## config.mk

```make
export PLATFORM = sky130hd
export DESIGN_NAME = simon_sound
export DESIGN_NICKNAME = d
export VERILOG_FILES = /design/src/rtl/simon_pkg.sv /design/src/rtl/simon_sound_tone_gen.sv /design/src/rtl/simon_sound.sv
export SDC_FILE = /design/constraint.sdc
export NUM_CORES = 1
export LEC_CHECK = 0
export ABC_AREA = 1
export CORE_ASPECT_RATIO = 1.4
export CORE_MARGIN = 2
export CORE_UTILIZATION = 63
export CTS_CLUSTER_SIZE = 10
export DETAILED_ROUTE_END_ITERATION = 10
export GPL_TIMING_DRIVEN = 1
export PLACE_DENSITY = 0.89
export REMOVE_ABC_BUFFERS = 1
export SYNTH_ARGS = -nofsm -noshare
export SYNTH_HDL_FRONTEND = slang
export SYNTH_HIERARCHICAL = 1
export SYNTH_SLANG_ARGS = --single-unit
```

## constraint.sdc

```tcl
create_clock -name CLK -period 4.2 [get_ports CLK]
set_clock_uncertainty 0.05 [all_clocks]
set_input_delay 0.84 -clock CLK [delete_from_list [all_inputs] [get_ports CLK]]
set_output_delay 0.84 -clock CLK [all_outputs]
set_load 0.02 [all_outputs]
```

## src/rtl/simon_pkg.sv

```systemverilog
// simon_pkg: shared FSM state encoding and jingle note tables
package simon_pkg;
  typedef enum logic [1:0] {S_IDLE, S_LAMP, S_BUZZ, S_JINGLE} state_t;
  // each table packs four 2-bit lamp-tone indices, note 0 in the low bits
  localparam logic [7:0] WIN_SEQ = 8'b11_10_01_00;
  localparam logic [7:0] HS_SEQ  = 8'b10_11_10_11;
  function automatic logic [1:0] jingle_note(input logic hs, input logic [1:0] idx);
    logic [7:0] seq;
    seq = hs ? HS_SEQ : WIN_SEQ;
    return seq[{idx, 1'b0} +: 2];
  endfunction
endpackage

```

## src/rtl/simon_sound_tone_gen.sv

```systemverilog
// tone_gen: square-wave divider that flips WAVE every HALF clocks
module tone_gen #(
  parameter int DIV_W = 20
) (
  input  logic             CLK,
  input  logic             RST,
  input  logic [DIV_W-1:0] HALF,
  input  logic             RESTART,
  input  logic             EN,
  output logic             WAVE
);
  logic [DIV_W-1:0] cnt_q, cnt_d;
  logic wave_q, wave_d, hit;
  // count to HALF-1 then flip; a restart or disable snaps both back to 0
  always_comb begin
    hit = cnt_q == HALF - DIV_W'(1);
    cnt_d = (!EN || RESTART || hit) ? '0 : cnt_q + DIV_W'(1);
    wave_d = (!EN || RESTART) ? 1'b0 : wave_q ^ hit;
  end
  // divider and wave registers
  always_ff @(posedge CLK or posedge RST)
    if (RST) begin
      cnt_q <= '0;
      wave_q <= 1'b0;
    end else begin
      cnt_q <= cnt_d;
      wave_q <= wave_d;
    end
  assign WAVE = wave_q;
endmodule

```

## src/rtl/simon_sound.sv

```systemverilog
// simon_sound: lamp tones, lose buzz and win/high-score jingles for the Simon game
module simon_sound import simon_pkg::*; #(
  parameter int          DIV_W    = 20,
  parameter int          DUR_W    = 27,
  parameter int unsigned HALF0    = 60241,
  parameter int unsigned HALF1    = 80645,
  parameter int unsigned HALF2    = 99206,
  parameter int unsigned HALF3    = 119617,
  parameter int unsigned HALFB    = 595238,
  parameter int unsigned NOTE_LEN = 7500000,
  parameter int unsigned BUZZ_LEN = 75000000
) (
  input  logic       CLK,
  input  logic       RST,
  input  logic [1:0] LAMP,
  input  logic       LAMP_ENA,
  input  logic       WIN,
  input  logic       LOSE,
  input  logic       HS,
  output logic       SPKR,
  output logic       BUSY
);
  state_t state_q, state_d;
  logic [DUR_W-1:0] dur_q, dur_d;
  logic [1:0] note_q, note_d, lamp_q;
  logic seq_hs_q, seq_hs_d, busy_q, busy_d;
  logic win_q, lose_q, hs_q, arm_q;
  logic lose_rise, hs_rise, win_rise, restart, tone_en;
  logic [DIV_W-1:0] half;

  function automatic logic [DIV_W-1:0] tone_half(input logic [1:0] sel);
    return sel == 2'd0 ? DIV_W'(HALF0) : sel == 2'd1 ? DIV_W'(HALF1) :
           sel == 2'd2 ? DIV_W'(HALF2) : DIV_W'(HALF3);
  endfunction

  // prioritised event handling, duration/note sequencing and tone selection
  always_comb begin
    lose_rise = LOSE & ~lose_q & arm_q;
    hs_rise = HS & ~hs_q & arm_q;
    win_rise = WIN & ~win_q & arm_q;
    state_d = state_q;
    dur_d = dur_q;
    note_d = note_q;
    seq_hs_d = seq_hs_q;
    restart = 1'b0;
    if (lose_rise) begin
      state_d = S_BUZZ;
      dur_d = '0;
      restart = 1'b1;
    end else if (hs_rise && state_q != S_BUZZ) begin
      state_d = S_JINGLE;
      seq_hs_d = 1'b1;
      note_d = 2'd0;
      dur_d = '0;
      restart = 1'b1;
    end else if (win_rise && (state_q == S_IDLE || state_q == S_LAMP)) begin
      state_d = S_JINGLE;
      seq_hs_d = 1'b0;
      note_d = 2'd0;
      dur_d = '0;
      restart = 1'b1;
    end else begin
      case (state_q)
        S_IDLE: begin
          state_d = LAMP_ENA ? S_LAMP : S_IDLE;
          restart = LAMP_ENA;
        end
        S_LAMP: begin
          state_d = LAMP_ENA ? S_LAMP : S_IDLE;
          restart = LAMP_ENA && LAMP != lamp_q;
        end
        S_BUZZ: begin
          state_d = dur_q == DUR_W'(BUZZ_LEN - 1) ? S_IDLE : S_BUZZ;
          dur_d = dur_q == DUR_W'(BUZZ_LEN - 1) ? '0 : dur_q + DUR_W'(1);
        end
        default: begin
          restart = dur_q == DUR_W'(NOTE_LEN - 1);
          dur_d = restart ? '0 : dur_q + DUR_W'(1);
          note_d = restart ? note_q + 2'd1 : note_q;
          state_d = restart && note_q == 2'd3 ? S_IDLE : S_JINGLE;
        end
      endcase
    end
    tone_en = state_d != S_IDLE;
    half = state_d == S_BUZZ ? DIV_W'(HALFB) :
           state_d == S_JINGLE ? tone_half(jingle_note(seq_hs_d, note_d)) : tone_half(LAMP);
    busy_d = state_d == S_BUZZ || state_d == S_JINGLE;
  end

  // state, sequencing counters, edge-detect copies and the post-reset arm flag
  always_ff @(posedge CLK or posedge RST)
    if (RST) begin
      state_q <= S_IDLE;
      dur_q <= '0;
      note_q <= 2'd0;
      seq_hs_q <= 1'b0;
      busy_q <= 1'b0;
      lamp_q <= 2'd0;
      win_q <= 1'b0;
      lose_q <= 1'b0;
      hs_q <= 1'b0;
      arm_q <= 1'b0;
    end else begin
      state_q <= state_d;
      dur_q <= dur_d;
      note_q <= note_d;
      seq_hs_q <= seq_hs_d;
      busy_q <= busy_d;
      lamp_q <= LAMP;
      win_q <= WIN;
      lose_q <= LOSE;
      hs_q <= HS;
      arm_q <= 1'b1;
    end

  tone_gen #(.DIV_W(DIV_W)) u_tone (
    .CLK(CLK),
    .RST(RST),
    .HALF(half),
    .RESTART(restart),
    .EN(tone_en),
    .WAVE(SPKR)
  );

  assign BUSY = busy_q;
endmodule
```

==> run metrics, run 1 <==
number of placed instances, taps included=approximately 880; antenna cell count=0; Routed WL per cell=15.8 um; Arrival @ worst endpoint=4.22 ns; final cell area excluding filler cells=5620 um^2; fraction of layout cells with a size suffix above 1=18.6%; met3 routed WL=872 um; Worst path max stage delay=between 0.4 and 0.5 ns; maximum fanout encountered on the critical timing path=4; launching instance or port of the critical path=WIN; most prevalent standard cell on the critical path=sky130_fd_sc_hd__nor2_1; total congestion overflow after global routing=0; Period Utilization, post-route=96.0%; DRT met1 WL=4970 um; dominant combinational cell family by area after synthesis=simple AND/OR/NAND/NOR gates; fraction of the mapped netlist area in adder cells=between 3 and 4%; minimum setup slack after placement=-0.281 ns; clock latency reported for the late side of the worst-skew pair=around 0.36 ns; area overhead of the layout relative to synthesis=17.2%; pin count of the biggest net entering global routing=40; DRC=0; Die Span X=slightly below 80 um; max cap viols=0; pins over their slew limit=0; number of distinct library cells after synthesis=40; top-level port count=10; number of enable flip-flop cells after synthesis=0; Top Metal Used=met4; Synth Instances=approximately 730; Least-Margin Pin Slew=just under 0.8 ns; Core ar.=7360 um^2; post-layout instance count excluding filler cells=897; number of antenna violations at the first check in global routing=0; Initial DRT Pass Iterations=6; worst IR drop on VDD=roughly 0.0004 V; number of clock sinks=60; effective utilization at floorplan=65.2%; endpoint type of the worst setup path=flip-flop; parity-gate share of the synthesized area counting xor and xnor cells=6.03%; Leakage=2.74 nW; Buffers & Inverters on Critical Path=5; vias in the first global route=~4900; TritonCTS Buffers=9; most frequent cells in the layout=sky130_fd_sc_hd__nand2_1 (191), sky130_fd_sc_hd__nor2_1 (113), sky130_fd_sc_hd__inv_1 (86); Detailed Route WL=14200 um; wire length of the first global-routing pass=21600 um; total routing usage reported by global routing=33.0%; synthesis warning total=6; cell class contributing the biggest share of worst-path delay=simple AND/OR/NAND/NOR gates; worst path required time=4.39 ns; sequential cell area fraction in the yosys report=31.3%; estimated wirelength of the detail-placed design=9760 um; worst slew slack as a fraction of its limit=a little under half; Max Fclk=between 200 and 250 MHz; Final Hold Viols=0; critical-path cell with the highest stage delay=sky130_fd_sc_hd__clkdlybuf4s50_1; mean instance size in the synthesized netlist=6.54 um^2; netlist area before placement=4800 um^2; Final Setup Violations=0; Setup TNS Final=0 ns; fin nets=816; post-synthesis compound-gate area fraction=around 4.7%; Setup crit start kind=primary input; launch instance of the worst register-to-register path=dur_q[0]; Reg clk slew, reported paths=roughly 0.070 ns; port buffer count=9; total met2 wirelength after detailed routing=a little over 7000 um; Power Dens Cells=approximately 560 nW/um^2; master cell of the clock root buffer=sky130_fd_sc_hd__clkbuf_8; number of synthesized register bits=60; Vias per Instance=5.79; worst min-delay path class=flip-flop to flip-flop; floorplan die area=8340 um^2; remaining antenna violation count after routing=0; result of the run=complete, no violations; mux cell area share after synthesis=0%; min setup slack post-route=0.170 ns; startpoint of the worst hold path=dur_q[1]; cell-by-cell trace of the critical path=clkdlybuf4s50_1 > nand3_2 > nor2_1 > o22ai_4 > buf_6 > nor2_4 > inv_2 > ha_1 > o21ai_2 > inv_2 > ha_4 > xor2_1 > nand2_1 > nor2_1 > nand2_1 > nor2_1 > nand2_1 > nor2_1 > nand2_1 > nor2_4 > nand2_4 > buf_4 > nand3_1 > nor2_1; Setup Crit Path Kind=primary input to flip-flop; synthesized-area fraction occupied by and/or/nand/nor cells=between 40% and 50%; total number of vias=5195; asr flop ratio synth=100%; placement row count=37; number of DRC markers after the initial detailed-route iteration=501; most instantiated flip-flop cell in the synthesis netlist=sky130_fd_sc_hd__dfrtp_1; Area after DPL=approximately 5200 um^2; Min Clock Period, post-route=~4.0 ns; Finished Core Util=76.4%; most frequent standard cell in the layout excluding fill and tap cells=sky130_fd_sc_hd__nand2_1; Die Span Y=107 um; worst-case clock buffer depth=2; GPL Wtd Cong=0.950; clock tree from TritonCTS=built; H-tree depth reported by CTS=3
timing repair:
action / 4_1_cts / 5_1_grt
setup buffers: 0 / 5
hold buffers: 0 / 0
resized for setup: 0 / 32
setup endpoints to repair: 0 / 21
worst reg2reg max path, delay by kind of cell, from the launching register on:
family | cells | cell delay [ns]
simple gates | 19 | 2.00
fa+ha+maj | 3 | 0.69
flops | 1 | 0.39
buf+inv | 3 | 0.33
compound gates | 1 | 0.20
xor+xnor | 1 | 0.16
layout make-up:
type | instances | area, um^2
fillers | 545 | 1740
clock buffers | 12 | 165
repair buffers | 47 | 384
well taps | 97 | 121
clock inverters | 3 | 68.8
flip-flops and latches | 60 | 1500
inverters | 112 | 420
multi-input cells | 566 | 2960
stage by stage:
stage               total power [mW]  hold slack (ns)
finish                          3.13            0.468
global placement                2.24            0.440
CTS                             2.95            0.469
detailed placement              2.31            0.451
global route                    3.34            0.531
floorplan                       1.81            0.424
flip-flops by register name, indices dropped and copies added, names as in the netlist:
signal and flops:
state_q 2, dur_q 27, note_q 2, hs_q 1, u_tone/WAVE 1, lose_q 1, seq_hs_q 1, u_tone/cnt_q 20
BUSY 1, win_q 1, arm_q 1, lamp_q 2
report_power, final:
group | internal [mW] | switching, mW | total [mW]
Sequential | 0.626 | 0.0509 | 0.677
Combinational | 0.637 | 1.19 | 1.83
Clock | 0.381 | 0.247 | 0.627
Total | 1.64 | 1.49 | 3.13
cell families after synthesis:
group | after synthesis
other | 2
AND/OR/NAND/NOR | 469
buffers and inverters | 119
AO/OA/AOI/OAI | 39
adder cells (fa/ha/maj) | 12
flip-flops | 60
XOR/XNOR | 33
metal layers:
metal | up-vias | global-route usage, %
met1 | 2385 | 34.5
met5 | - | 0
met4 | 0 | 21.3
met2 | 298 | 60.1
li1 | 2391 | -
met3 | 121 | 5.30
final timing paths:
path                            slack (ns)               end  cells past startpoint
worst min-delay path                  0.47          dur_q[1]                      2
min in group asynchronous             0.90         dur_q[16]                      3
worst min register to register        0.47          dur_q[1]                      2
worst max-delay path                  0.17  u_tone/cnt_q[12]                     24
max in group asynchronous             2.67       u_tone/WAVE                      2
worst max register to register        0.26  u_tone/cnt_q[12]                     27
cell usage after synthesis (all sizes together) (7+ instances only):
cell | number | share of area (%)
a21oi | 15 | 1.8
buf | 7 | 1.4
dfrtp | 60 | 31
ha | 12 | 3.1
inv | 111 | 8.7
nand2 | 218 | 18
nand3 | 74 | 8.2
nand4 | 16 | 2.1
nor2 | 143 | 14
nor3 | 13 | 1.5
o21ai | 18 | 2.0
xnor2 | 8 | 1.5
xor2 | 25 | 4.6
Note: power is estimated with default switching activity, not from simulation.
==> run 2: changes to the inputs <==
--- a/config.mk
+++ b/config.mk
@@ -7,11 +7,10 @@
 export LEC_CHECK = 0
 export ABC_AREA = 1
 export CORE_ASPECT_RATIO = 1.4
-export CORE_MARGIN = 2
+export CORE_MARGIN = 5
 export CORE_UTILIZATION = 63
 export CTS_CLUSTER_SIZE = 10
 export DETAILED_ROUTE_END_ITERATION = 10
-export GPL_TIMING_DRIVEN = 1
 export PLACE_DENSITY = 0.89
 export REMOVE_ABC_BUFFERS = 1
 export SYNTH_ARGS = -nofsm -noshare
==> run 2 against run 1 <==
Against the previous run: clock power down 4.6%; sequential power shrank 0.6%; critical path depth is 4 higher; total power is 4.0% lower; hold slack better by 0.025 ns; utilization down 1.8 points; global-route usage fell by 4.0 points; largest cell class unchanged; critical endpoint is now u_tone/cnt_q[3]; via count down 5.4%; cell count down 0.45%; die area grew 14%.
==> run metrics, run 2 (synthesis results as in run 1) <==
result of the run=complete, no violations; wire length of the first global-routing pass=22500 um; clock latency reported for the late side of the worst-skew pair=0.35 ns; endpoint of the worst-slack reg-to-reg timing path=u_tone/cnt_q[3]; pin count of the biggest net entering global routing=40; placement row count=37; effective utilization at floorplan=64.8%; Combinational Power Share=57.7%; Period Utilization, post-route=94.4%; total net switching power=1.41 mW; largest registers in the final layout=dur_q (27), u_tone/cnt_q (20); Design Power=3.01 mW; Power Dens Cells=545 nW/um^2; Final Hold Viols=0; antenna cell count=0; total routing usage reported by global routing=29.0%; Die Span X=83.8 um; area overhead of the layout relative to synthesis=15.0%; fin nets=811; Initial DRT Pass Iterations=5; clock tree from TritonCTS=built; total number of vias=roughly 5000; endpoint type of the worst setup path=flip-flop; number of DRC markers after the initial detailed-route iteration=429; Reg clk slew, reported paths=approximately 0.07 ns; fraction of layout cells with a size suffix above 1=between 15 and 20%; launch instance of the worst register-to-register path=dur_q[15]; DRC=0; total congestion overflow after global routing=0; Die Span Y=113 um; most frequent cells in the layout=sky130_fd_sc_hd__nand2_1 (197), sky130_fd_sc_hd__nor2_1 (110), sky130_fd_sc_hd__inv_1 (88); worst slew slack as a fraction of its limit=a little under half; master cell of the clock root buffer=sky130_fd_sc_hd__clkbuf_8; max cap viols=0; worst-case clock buffer depth=2; number of clock sinks=60; most frequent standard cell in the layout excluding fill and tap cells=sky130_fd_sc_hd__nand2_1; Worst Reg2Reg Path Length in Cells=29; post-layout instance count excluding filler cells=893; maximum fanout encountered on the critical timing path=10; Finished Core Util=74.5%; switching part of the total power=46.9%; Final Setup Violations=0; register-to-register setup slack=0.39 ns; Hold Path Cell Cnt=2; Setup crit start kind=primary input; GPL Wtd Cong=0.966; Clock Power Share=19.9%; remaining antenna violation count after routing=0; Vias per Instance=5.50; Cell Int Power=roughly 1.6 mW; number of placed instances, taps included=roughly 880; Setup Crit Path Kind=primary input to flip-flop; Min Clock Period, post-route=3.97 ns; worst IR drop on VDD=~0.00037 V; Worst Hold Path EP=dur_q[25]; startpoint of the worst hold path=dur_q[25]; Max Fclk=between 200 and 300 MHz; Detailed Route WL=about 13000 um; share of power burned in registers=22.4%; Arrival @ worst endpoint=4.16 ns; register name with the most flops=dur_q; Routed WL per cell=14.6 um; port buffer count=9; number of antenna violations at the first check in global routing=0; H-tree depth reported by CTS=3; Least-Margin Pin Slew=0.804 ns; max FFs per register=27; worst path required time=4.39 ns; worst min-delay path class=flip-flop to flip-flop; TritonCTS Buffers=9; top-level port count=10; pins over their slew limit=0; floorplan die area=9480 um^2; vias in the first global route=between 5000 and 6000; Core ar.=7410 um^2; Leakage=2.68 nW; estimated wirelength of the detail-placed design=9820 um
-- run 2: power groups by stage --
| stage | registers, mW | clock network [mW] | logic, mW |
|---|---|---|---|
| 4_1_cts | 0.671 | 0.601 | 1.64 |
| 5_1_grt | 0.679 | 0.639 | 1.93 |
| 3_3_place_gp | 0.680 | 0 | 1.57 |
| 3_5_place_dp | 0.682 | 0 | 1.63 |
| 6_report | 0.673 | 0.598 | 1.73 |
| 2_1_floorplan | 0.675 | 0 | 1.13 |
-- run 2: final cells by class --
class | count | area [um^2]
flip-flops and latches | 60 | 1500
well taps | 97 | 121
fillers | 581 | 1890
inverters | 112 | 420
clock buffers | 10 | 138
multi-input cells | 566 | 2910
clock inverters | 6 | 87.6
repair buffers | 42 | 338
-- run 2: worst max-delay path by stage --
stage / end / start
after floorplan: u_tone/cnt_q[16] / LOSE
after global placement: u_tone/cnt_q[19] / LOSE
after detailed placement: u_tone/cnt_q[1] / LOSE
after CTS: u_tone/cnt_q[6] / LOSE
after global routing: u_tone/cnt_q[3] / LOSE
final: u_tone/cnt_q[3] / LOSE
-- run 2: repair_timing --
action	in CTS	in global routing
pin swaps	0	6
hold buffers	0	0
resized for setup	1	16
endpoints found under the setup margin	19	21
buffers inserted	0	2
-- run 2: worst max-delay path, cell delays in order --
cell	delay [ns]
sky130_fd_sc_hd__clkdlybuf4s50_1	0.50
sky130_fd_sc_hd__inv_1	0.09
sky130_fd_sc_hd__nor2_4	0.15
sky130_fd_sc_hd__nand2_4	0.11
sky130_fd_sc_hd__inv_1	0.11
sky130_fd_sc_hd__o22ai_2	0.10
sky130_fd_sc_hd__buf_4	0.16
sky130_fd_sc_hd__nor2_4	0.10
sky130_fd_sc_hd__inv_1	0.06
sky130_fd_sc_hd__ha_1	0.17
sky130_fd_sc_hd__inv_1	0.05
sky130_fd_sc_hd__nand4_1	0.08
sky130_fd_sc_hd__nand2_1	0.10
sky130_fd_sc_hd__nand2_2	0.08
sky130_fd_sc_hd__inv_2	0.07
sky130_fd_sc_hd__ha_4	0.16
sky130_fd_sc_hd__nand2_1	0.09
sky130_fd_sc_hd__nor2_2	0.13
sky130_fd_sc_hd__nand2_1	0.10
sky130_fd_sc_hd__nand2_1	0.09
sky130_fd_sc_hd__nand3_1	0.06
sky130_fd_sc_hd__nand2_1	0.08
sky130_fd_sc_hd__nand4_1	0.14
sky130_fd_sc_hd__nor2_4	0.14
sky130_fd_sc_hd__nand2_2	0.11
sky130_fd_sc_hd__buf_4	0.16
sky130_fd_sc_hd__nand3_1	0.08
sky130_fd_sc_hd__nor2_1	0.04
-- run 2: routing by layer --
metal | share of wire, % | vias to the layer above | track usage [%]
met3 | 3.9 | 70 | 4.37
met4 | 5.7 | 0 | 17.8
met1 | 37 | 2295 | 30.0
met5 | 0 | - | 0
li1 | - | 2385 | -
met2 | 54 | 163 | 54.2
-- run 2: stage by stage --
stage,cell area [um^2],setup WS (ns),hold WS (ns),TNS (ns)
6_report,5520,0.234,0.493,0
3_5_place_dp,5220,-0.357,0.470,-6.71
3_3_place_gp,5220,-0.125,0.447,-1.97
5_1_grt,5520,-0.00689,0.515,-0.00689
2_1_floorplan,4770,0.191,0.424,0
4_1_cts,5440,0.0177,0.490,0
==> run 3: changes to the inputs <==
--- a/config.mk
+++ b/config.mk
@@ -15,5 +15,4 @@
 export REMOVE_ABC_BUFFERS = 1
 export SYNTH_ARGS = -nofsm -noshare
 export SYNTH_HDL_FRONTEND = slang
-export SYNTH_HIERARCHICAL = 1
 export SYNTH_SLANG_ARGS = --single-unit
==> run 3 against run 2 <==
Against the previous run: the flow now finishes with violations (negative setup slack); synthesized cell count down 25%; die area down 12%; cell count down 19%; sequential power up 3%; largest cell class unchanged.
==> run metrics, run 3 <==
floorplan die area=8320 um^2; cell class contributing the biggest share of worst-path delay=simple AND/OR/NAND/NOR gates; Max Fclk=~210 MHz; cell taking the most area after synthesis=sky130_fd_sc_hd__dfrtp_1; Sequential Area=~1500 um^2; area overhead of the layout relative to synthesis=27.7%; worst IR drop on VDD=0.000596 V; Least-Margin Pin Slew=between 0.8 and 0.9 ns; post-layout instance count excluding filler cells=approximately 720; endpoint type of the worst setup path=flip-flop; leading post-synthesis cells by instance count=sky130_fd_sc_hd__nand2_1 (123), sky130_fd_sc_hd__inv_1 (75), sky130_fd_sc_hd__nor2_1 (65); Setup Crit Path Kind=flip-flop to flip-flop; Area after DPL=4600 um^2; wire length of the first global-routing pass=21300 um; Clock Power Share=~20%; synthesis warning total=0; final cell area excluding filler cells=5290 um^2; master cell of the clock root buffer=sky130_fd_sc_hd__clkbuf_8; top-level port count=10; most frequent standard cell in the layout excluding fill and tap cells=sky130_fd_sc_hd__nand2_1; placement row count=35; GPL Wtd Cong=0.956; TritonCTS Buffers=9; clock latency reported for the late side of the worst-skew pair=0.38 ns; most prevalent standard cell on the critical path=sky130_fd_sc_hd__nand2_1; remaining antenna violation count after routing=0; Die Span X=78.5 um; Die Span Y=106 um; failing checks=negative setup slack; area used by multi-input combinational logic=roughly 2500 um^2; share of power burned in registers=21.3%; port buffer count=9; switching part of the total power=between 40 and 50%; max FFs per register=27; fin nets=662; number of synthesized register bits=60; number of hold buffers added after CTS=0; Arrival @ worst endpoint=4.86 ns; Finished Core Util=81.5%; Reg clk slew, reported paths=0.09 ns; global-route met2 utilization=around 60%; total routing usage reported by global routing=33.5%; top-area cell type share of the netlist area=between 30 and 40%; vias in the first global route=~4500; most used standard cell by instance count after synthesis=sky130_fd_sc_hd__nand2_1; Detailed Route WL=15000 um; pin count of the biggest net entering global routing=41; layer carrying the most global-route usage=met2; Final Setup Violations=21; asr flop ratio synth=100%; total net switching power=around 1.5 mW; Setup crit start kind=flip-flop; filler cell count in the final layout=379; number of DRC markers after the initial detailed-route iteration=between 400 and 500; clock tree from TritonCTS=built; number of enable flip-flop cells after synthesis=0; number of clock sinks=60; estimated wirelength of the detail-placed design=between 7000 and 8000 um; Leakage=2.37 nW; most frequent cells in the layout=sky130_fd_sc_hd__nand2_1 (115), sky130_fd_sc_hd__inv_1 (70), sky130_fd_sc_hd__buf_4 (68); number of placed instances, taps included=671; maximum fanout encountered on the critical timing path=5; Period Utilization, post-route=111%; minimum hold slack=0.520 ns; critical-path cell with the highest stage delay=sky130_fd_sc_hd__dfrtp_1; largest registers in the final layout=dur_q (27), u_tone.cnt_q (20); met1 Use GR=32.9%; number of distinct library cells after synthesis=46; DRC=0; Core ar.=6480 um^2; Buffers & Inverters on Critical Path=2; Worst path max stage delay=0.36 ns; max cap viols=0; total number of vias=4571; antenna cell count=0; Final Hold Viols=0; routing usage on met3=under 10%; register name with the most flops=dur_q; sequential cell area fraction in the yosys report=about 36%; result of the run=finished with violations; effective utilization at floorplan=63.9%; mean instance size in the synthesized netlist=roughly 7.5 um^2; Min Clock Period, post-route=4.67 ns; H-tree depth reported by CTS=3; worst min-delay path class=flip-flop to flip-flop; worst-case clock buffer depth=2; top post-synthesis cells by area=sky130_fd_sc_hd__dfrtp_1 (36%), sky130_fd_sc_hd__nand2_1 (11%), sky130_fd_sc_hd__inv_1 (6.8%); number of antenna violations at the first check in global routing=0; Initial DRT Pass Iterations=5; min setup slack post-route=-0.468 ns; netlist area before placement=4140 um^2; Synth Instances=between 500 and 600; Power Dens Cells=615 nW/um^2; Routed WL per cell=between 20 and 25 um; fraction of layout cells with a size suffix above 1=27.1%; Combinational Power Share=58.3%; Design Power=3.25 mW; worst slew slack as a fraction of its limit=around 44%; Vias per Instance=6.36; pins over their slew limit=0; worst path required time=4.40 ns; most instantiated flip-flop cell in the synthesis netlist=sky130_fd_sc_hd__dfrtp_1; total congestion overflow after global routing=0; Cell Int Power=1.72 mW; unrepaired setup endpoints after global routing=true
run 3: worst paths after layout:
path                            startpoint               end  slack (ns)  depth (start not counted)
worst max-delay path              dur_q[1]  u_tone.cnt_q[10]       -0.47                         28
worst min-delay path              seq_hs_q          seq_hs_q        0.52                          2
worst max register to register    dur_q[1]  u_tone.cnt_q[10]       -0.47                         28
worst min register to register    seq_hs_q          seq_hs_q        0.52                          2
max in group asynchronous              RST  u_tone.cnt_q[15]        2.41                          3
min in group asynchronous              RST          seq_hs_q        0.91                          2
run 3: worst register-to-register path: cells and delay by family, from the launching register on:
kind / cells / cell delay (ns)
simple gates: 20 / 2.70
fa+ha+maj: 3 / 0.71
compound gates: 3 / 0.59
flops: 1 / 0.36
buf+inv: 2 / 0.15
run 3: final cells by class:
type,instances,share of cell area [%]
sequential,60,28.4
multi-input combinational,405,47.3
clock buffer,11,2.49
clock inverter,5,1.89
tap,74,1.75
inverter,84,6.01
timing repair buffer,80,12.2
run 3: repair_timing:
| item | 4_1_cts | 5_1_grt |
|---|---|---|
| resized for setup | 17 | 33 |
| pin swaps | 17 | 27 |
| buffers inserted | 25 | 6 |
| endpoints found under the setup margin | 21 | 22 |
| cloned | 3 | 0 |
run 3: power groups by stage:
stage          logic, mW  registers (mW)  clock network [mW]
3_5_place_dp        1.35           0.688                   0
2_1_floorplan      0.885           0.676                   0
6_report            1.90           0.691               0.662
5_1_grt             2.00           0.696               0.686
3_3_place_gp        1.32           0.682                   0
4_1_cts             1.53           0.678               0.636
run 3: through the flow:
stage                     TNS (ns)  worst slack [ns]
after floorplan                  0            0.0978
after global placement       -8.09            -0.409
after detailed placement    -11.40            -0.578
after CTS                        0           0.00809
after global routing        -12.51            -0.628
final                        -9.19            -0.468
run 3: layer usage:
| metal | up-vias | wire length, um |
|---|---|---|
| met5 | - | 0 |
| met2 | 339 | 7580 |
| met3 | 142 | 1130 |
| met4 | 0 | 1460 |
| li1 | 1952 | - |
| met1 | 2138 | 4840 |
run 3: logic make-up after synthesis:
| logic type | count (synthesis) | synth area share [%] |
|---|---|---|
| simple gates | 318 | 39.2 |
| buf+inv | 91 | 8.79 |
| flops | 60 | 36.3 |
| compound gates | 50 | 7.40 |
| xor+xnor | 19 | 4.02 |
| fa+ha+maj | 14 | 4.23 |
| other cells | 1 | 0.0906 |
==> patch 1, RTL diff (flow settings as in run 3) <==
Register the inputs `LAMP`, `LAMP_ENA`, `WIN`, `LOSE` and `HS` before use, cleared by the reset. The logic sees them one clock later.
--- a/src/rtl/simon_sound.sv
+++ b/src/rtl/simon_sound.sv
@@ -20,6 +20,29 @@
   output logic       SPKR,
   output logic       BUSY
 );
+
+  logic [1:0] LAMP_q;
+  logic LAMP_ENA_q;
+  logic WIN_q;
+  logic LOSE_q;
+  logic HS_q;
+
+  always_ff @(posedge CLK or posedge RST) begin
+    if (RST) begin
+      LAMP_q     <= '0;
+      LAMP_ENA_q <= '0;
+      WIN_q      <= '0;
+      LOSE_q     <= '0;
+      HS_q       <= '0;
+    end else begin
+      LAMP_q     <= LAMP;
+      LAMP_ENA_q <= LAMP_ENA;
+      WIN_q      <= WIN;
+      LOSE_q     <= LOSE;
+      HS_q       <= HS;
+    end
+  end
+
   state_t state_q, state_d;
   logic [DUR_W-1:0] dur_q, dur_d;
   logic [1:0] note_q, note_d, lamp_q;
@@ -35,9 +58,9 @@
 
   // prioritised event handling, duration/note sequencing and tone selection
   always_comb begin
-    lose_rise = LOSE & ~lose_q & arm_q;
-    hs_rise = HS & ~hs_q & arm_q;
-    win_rise = WIN & ~win_q & arm_q;
+    lose_rise = LOSE_q & ~lose_q & arm_q;
+    hs_rise = HS_q & ~hs_q & arm_q;
+    win_rise = WIN_q & ~win_q & arm_q;
     state_d = state_q;
     dur_d = dur_q;
     note_d = note_q;
@@ -62,12 +85,12 @@
     end else begin
       case (state_q)
         S_IDLE: begin
-          state_d = LAMP_ENA ? S_LAMP : S_IDLE;
-          restart = LAMP_ENA;
+          state_d = LAMP_ENA_q ? S_LAMP : S_IDLE;
+          restart = LAMP_ENA_q;
         end
         S_LAMP: begin
-          state_d = LAMP_ENA ? S_LAMP : S_IDLE;
-          restart = LAMP_ENA && LAMP != lamp_q;
+          state_d = LAMP_ENA_q ? S_LAMP : S_IDLE;
+          restart = LAMP_ENA_q && LAMP_q != lamp_q;
         end
         S_BUZZ: begin
           state_d = dur_q == DUR_W'(BUZZ_LEN - 1) ? S_IDLE : S_BUZZ;
@@ -83,7 +106,7 @@
     end
     tone_en = state_d != S_IDLE;
     half = state_d == S_BUZZ ? DIV_W'(HALFB) :
-           state_d == S_JINGLE ? tone_half(jingle_note(seq_hs_d, note_d)) : tone_half(LAMP);
+           state_d == S_JINGLE ? tone_half(jingle_note(seq_hs_d, note_d)) : tone_half(LAMP_q);
     busy_d = state_d == S_BUZZ || state_d == S_JINGLE;
   end
 
@@ -106,10 +129,10 @@
       note_q <= note_d;
       seq_hs_q <= seq_hs_d;
       busy_q <= busy_d;
-      lamp_q <= LAMP;
-      win_q <= WIN;
-      lose_q <= LOSE;
-      hs_q <= HS;
+      lamp_q <= LAMP_q;
+      win_q <= WIN_q;
+      lose_q <= LOSE_q;
+      hs_q <= HS_q;
       arm_q <= 1'b1;
     end
 
Formal check against the unedited RTL: not equivalent (Yosys sat finds a counterexample within 4 cycles, from zero or initial values and one cycle with RST high).
==> patch 1 against run 3 <==
  * Power down 22%
  * Sequential power up 5.8%
  * Global-route usage down 9.8 points
  * Routed wire length down 31%
  * Maximum frequency up 13%
  * Cell area down 9.3%
  * Sequential cell count up 6
  * Worst setup slack better by 530 ps
  * Area after synthesis down 2.5%
  * Sequential share of layout area up 6.1 points
  * Non-clock buffer count down 42
  * Critical endpoint is now u_tone.cnt_q[3]$_DFF_PP0_
==> patch 1: results (changes against run 3) <==
** Global routing
- The global routing met3 resource utilization came to 6.11% (+0.52 points).
- Largest net degree at the start of global routing :: 55 (+34%)
- The number of global-route vias before repair came to 3746 (-16%).
- The met1 global-route usage is 25.5% (-7.4 points).
- Routing usage on met2 :: 41.8% (-17 points)
- GRT Util Overall :: 23.7% (-9.8 points)
- First-pass GRT wire length :: 15700 µm (-26%)

** Placed design
- The post-place instance area came to 4220 µm² (-8.3%).
- Half-perimeter wire length after placement :: 6640 µm (-15%)
- The placed instance count was 625 (-6.9%).
- Global placement routability congestion :: 0.944 (-1.3%)
- Worst setup timing slack at the placement stage :: 97.5 ps (+676 ps)

** Cells and area
- Filler cell count :: 380 (+0.26%)
- Total Nets Final :: 609 (-8.0%)
- Post-Layout Cell Count :: 663 (-7.8%)
- The ratio of cells with drive above 1 in the final layout is 17.6% (-9.5 points).

** Worst setup path
- Worst R2R End :: u_tone.cnt_q[3]$_DFF_PP0_
- Worst setup slack for register-to-register paths :: 60 ps (+530 ps)
- The slowest stage of the critical path is the sky130_fd_sc_hd__dfrtp_1 cell.
- Endpoint arrival time on the critical path :: 4340 ps (-520 ps)
- Length in cells of the worst reg-to-reg path :: 31 (+11%)
- The cell family contributing the most delay on the critical path is simple AND/OR/NAND/NOR gates.
- The largest incremental delay on the critical path came to 420 ps (+60 ps).
- The startpoint identified for the worst register-to-register timing path is dur_q[8]$_DFFE_PP0P_.

** Min path
- The path with the worst hold slack has its endpoint at win_q$_DFF_PP0_.
- Hold depth :: 0 (-2)
- Type of the tightest min-delay check :: reg -> reg
- The startpoint identified for the worst hold timing path is WIN_q$_DFF_PP0_.

** STA
- The highest attainable clock frequency came to 241 MHz (+13%).
- Transition at the pin with the smallest max-transition slack :: 1260 ps (+428 ps)
- The tightest hold margin came to 330 ps (-190 ps).

** Power
- The clock group power was 0.593 mW (-10%).
- The internal power is 1.46 mW (-15%).
- Highest ir drop seen on vdd :: 0.000377 V (-37%)
- Static leakage :: 2.17 nW (-8.4%)
- Combinational group share of total power :: 47.6% (-11 points)
- The power density over the cells came to 527 nW/µm² (-14%).

** Yosys
- In the synthesized netlist, the cells that appear most often are 133 x sky130_fd_sc_hd__nand2_1, 88 x sky130_fd_sc_hd__nor2_1, 76 x sky130_fd_sc_hd__inv_1.
- Biggest area contributors in the synthesized netlist :: sky130_fd_sc_hd__dfrtp_1 41%, sky130_fd_sc_hd__nand2_1 12%, sky130_fd_sc_hd__nor2_1 8.2%
- Part of the Yosys area used for sequential elements :: 40.9% (+4.7 points)
- Post-synth cell types :: 38 (-17%)
- The instance count of the mapped netlist was 546 (-1.3%).

** Routing
- Via total after detailed routing :: 3900 (-15%)
- Per-cell routed wire length :: 15.5 µm (-26%)
- The count of routing violations after the opening detailed-route iteration was 377 (-9.2%).

** Status
- Result of the run :: finished clean

** Clocking
- The clock transition at the registers of the reported paths was 70 ps (-20 ps).
- Clock latency of the later-clocked register in the worst-skew pair :: 360 ps (-20 ps)
[patch 1: worst max-delay path by stage]
stage / cells after the start / slack (ps) / endpoint / start
final: 31 / 60 / u_tone.cnt_q[3]$_DFF_PP0_ / dur_q[8]$_DFFE_PP0P_
after global routing: 30 / -240 / u_tone.cnt_q[0]$_DFF_PP0_ / dur_q[1]$_DFFE_PP0P_
after global placement: 29 / 230 / u_tone.cnt_q[19]$_DFF_PP0_ / dur_q[19]$_DFFE_PP0P_
after CTS: 30 / 40 / u_tone.cnt_q[17]$_DFF_PP0_ / dur_q[0]$_DFFE_PP0P_
after detailed placement: 29 / 100 / u_tone.cnt_q[6]$_DFF_PP0_ / dur_q[0]$_DFFE_PP0P_
after floorplan: 29 / 450 / u_tone.cnt_q[19]$_DFF_PP0_ / dur_q[0]$_DFFE_PP0P_
[patch 1: kinds of logic (layout without fill, tap and decap cells)]
kind of cell               Yosys count  after routing  synth area share [%]
AOI/OAI and AO/OA                   46             46                  7.13
xor gates and xnor gates            24             24                  5.21
adders and majority gates           14             14                  4.34
buffers and inverters               89            134                  8.77
DFF                                 66             66                  40.9
other                                1              1                0.0929
and+or+nand+nor                    306            306                  33.5
[patch 1: what timing repair did]
action / 4_1_cts / 5_1_grt
setup buffers: 0 / 21
setup endpoints to repair: 0 / 21
hold buffers: 0 / 0
gates resized for setup: 0 / 47
[patch 1: area by class of cell]
class | count | area, µm² | area share, %
multi-input combinational | 391 | 2190 | 45.6
tap | 72 | 90.1 | 1.88
timing repair buffer | 38 | 345 | 7.20
sequential | 66 | 1650 | 34.5
inverter | 81 | 304 | 6.34
clock buffer | 9 | 124 | 2.58
clock inverter | 6 | 91.3 | 1.91
[patch 1: metal layers]
layer	up-vias	wire length [µm]
li1	1824	-
met1	1804	3700
met2	201	5440
met3	71	606
met4	0	534
met5	-	0
==> patch 2, RTL diff (flow settings as in run 3) <==
Without the edit above. Change the parameter `BUZZ_LEN` from 75000000 to 56250000.
--- a/src/rtl/simon_sound.sv
+++ b/src/rtl/simon_sound.sv
@@ -8,7 +8,7 @@
   parameter int unsigned HALF3    = 119617,
   parameter int unsigned HALFB    = 595238,
   parameter int unsigned NOTE_LEN = 7500000,
-  parameter int unsigned BUZZ_LEN = 75000000
+  parameter int unsigned BUZZ_LEN = 56250000
 ) (
   input  logic       CLK,
   input  logic       RST,
Behaviour: no difference found for any inputs over 10 cycles, from zero or initial values and one cycle with RST high; that may be too few to reach the edited logic, so the function may still have changed.
==> patch 2 against run 3 <==
  * The flow still finishes with violations (negative setup slack)
  * Critical endpoint is now u_tone.WAVE$_DFF_PP0_
  * Core utilization fell by 3.3 points
  * Power fell by 17%
  * Sequential cell count did not move
  * Worst setup slack improved by 180 ps
  * Routed wire length fell by 19%
  * Area after synthesis fell by 4.8%
  * Cell area fell by 8.7%
==> patch 2: results (changes against run 3) <==
** Status
- The flow ran to the end, but the final reports show violations.
- Failing checks :: negative setup slack

** Worst setup path
- Endpoint arrival time on the critical path :: 4710 ps (-150 ps)
- The worst register-to-register path begins at dur_q[0]$_DFFE_PP0P_.
- Launch point of the critical path :: dur_q[0]$_DFFE_PP0P_

** Routing
- Pre-Repair DR Iteration Count :: 7 (+2)
- Detailed-route wire length :: 12200 µm (-19%)
- The number of vias per cell after detailed routing is 6.05 (-4.9%).
- The total length of routed met2 wires is 6450 µm (-15%).

** Placed design
- The final estimated routing congestion in global placement was 0.958 (+0.15%).
- The post-place instance area is 4320 µm² (-6.3%).
- Post-Place Cells :: 664 (-1.0%)

** Clocking
- The clock transition at the registers of the reported paths came to 70 ps (-20 ps).
- The number of gates resized after CTS came to 14 (-3).
- The total setup buffers inserted after CTS is 1 (-96%).

** Yosys
- Part of the Yosys area used for sequential elements :: 38.1% (+1.8 points)
- The number of different library cells in the post-synthesis netlist came to 41 (-11%).
- By area the synthesized netlist is led by sky130_fd_sc_hd__dfrtp_1 38%, sky130_fd_sc_hd__nand2_1 12%, sky130_fd_sc_hd__nor2_1 8.6%.

** Global routing
- GRT Util Overall :: 26.6% (-6.9 points)
- The maximum number of pins on one net before global-route repair came to 42 (+2.4%).

** Power
- Highest ir drop seen on vdd :: 0.000543 V (-8.9%)
- Flop+latch power :: 0.681 mW (-1%)
- Power in combinational cells :: 1.53 mW (-19%)
- Power consumption :: 2.71 mW (-17%)

** STA
- The final setup violation count came to 21 (unchanged).
- Final setup slack of the worst path :: -287 ps (+182 ps)
- Final hold slack :: 485 ps (-34.9 ps)
- The pin slew with the least headroom to its limit came to 858 ps (+26.9 ps).

** Cells and area
- Total Nets Final :: 639 (-3.5%)
- Filler cell count :: 370 (-2.4%)
- Synth-to-Final Area Change :: 22.4%

** Min path
- Min-Delay Startpoint :: u_tone.cnt_q[0]$_DFF_PP0_
## patch 2: cell count changes after synthesis, sizes merged, moves of 3 or more
cell,run 3,this run
a211oi,3,0
nand4,16,10
nor4,1,5
nor3,28,24
nand3,44,50
nor2,85,94
a21oi,18,14
## patch 2: cell families after synthesis
group | count (synthesis) | share of synthesized area, %
AOI/OAI and AO/OA | 44 | 6.70
DFF | 60 | 38.1
other | 1 | 0.0951
xor gates and xnor gates | 23 | 5.11
and+or+nand+nor | 325 | 36.5
buffers and inverters | 91 | 9.08
adders and majority gates | 14 | 4.44
## patch 2: cell type report
type | count | area share (%)
clock buffers | 11 | 3.14
repair buffers | 52 | 8.71
flip-flops and latches | 60 | 31.1
inverters | 85 | 6.61
multi-input cells | 409 | 47.8
clock inverters | 5 | 0.752
well taps | 72 | 1.87
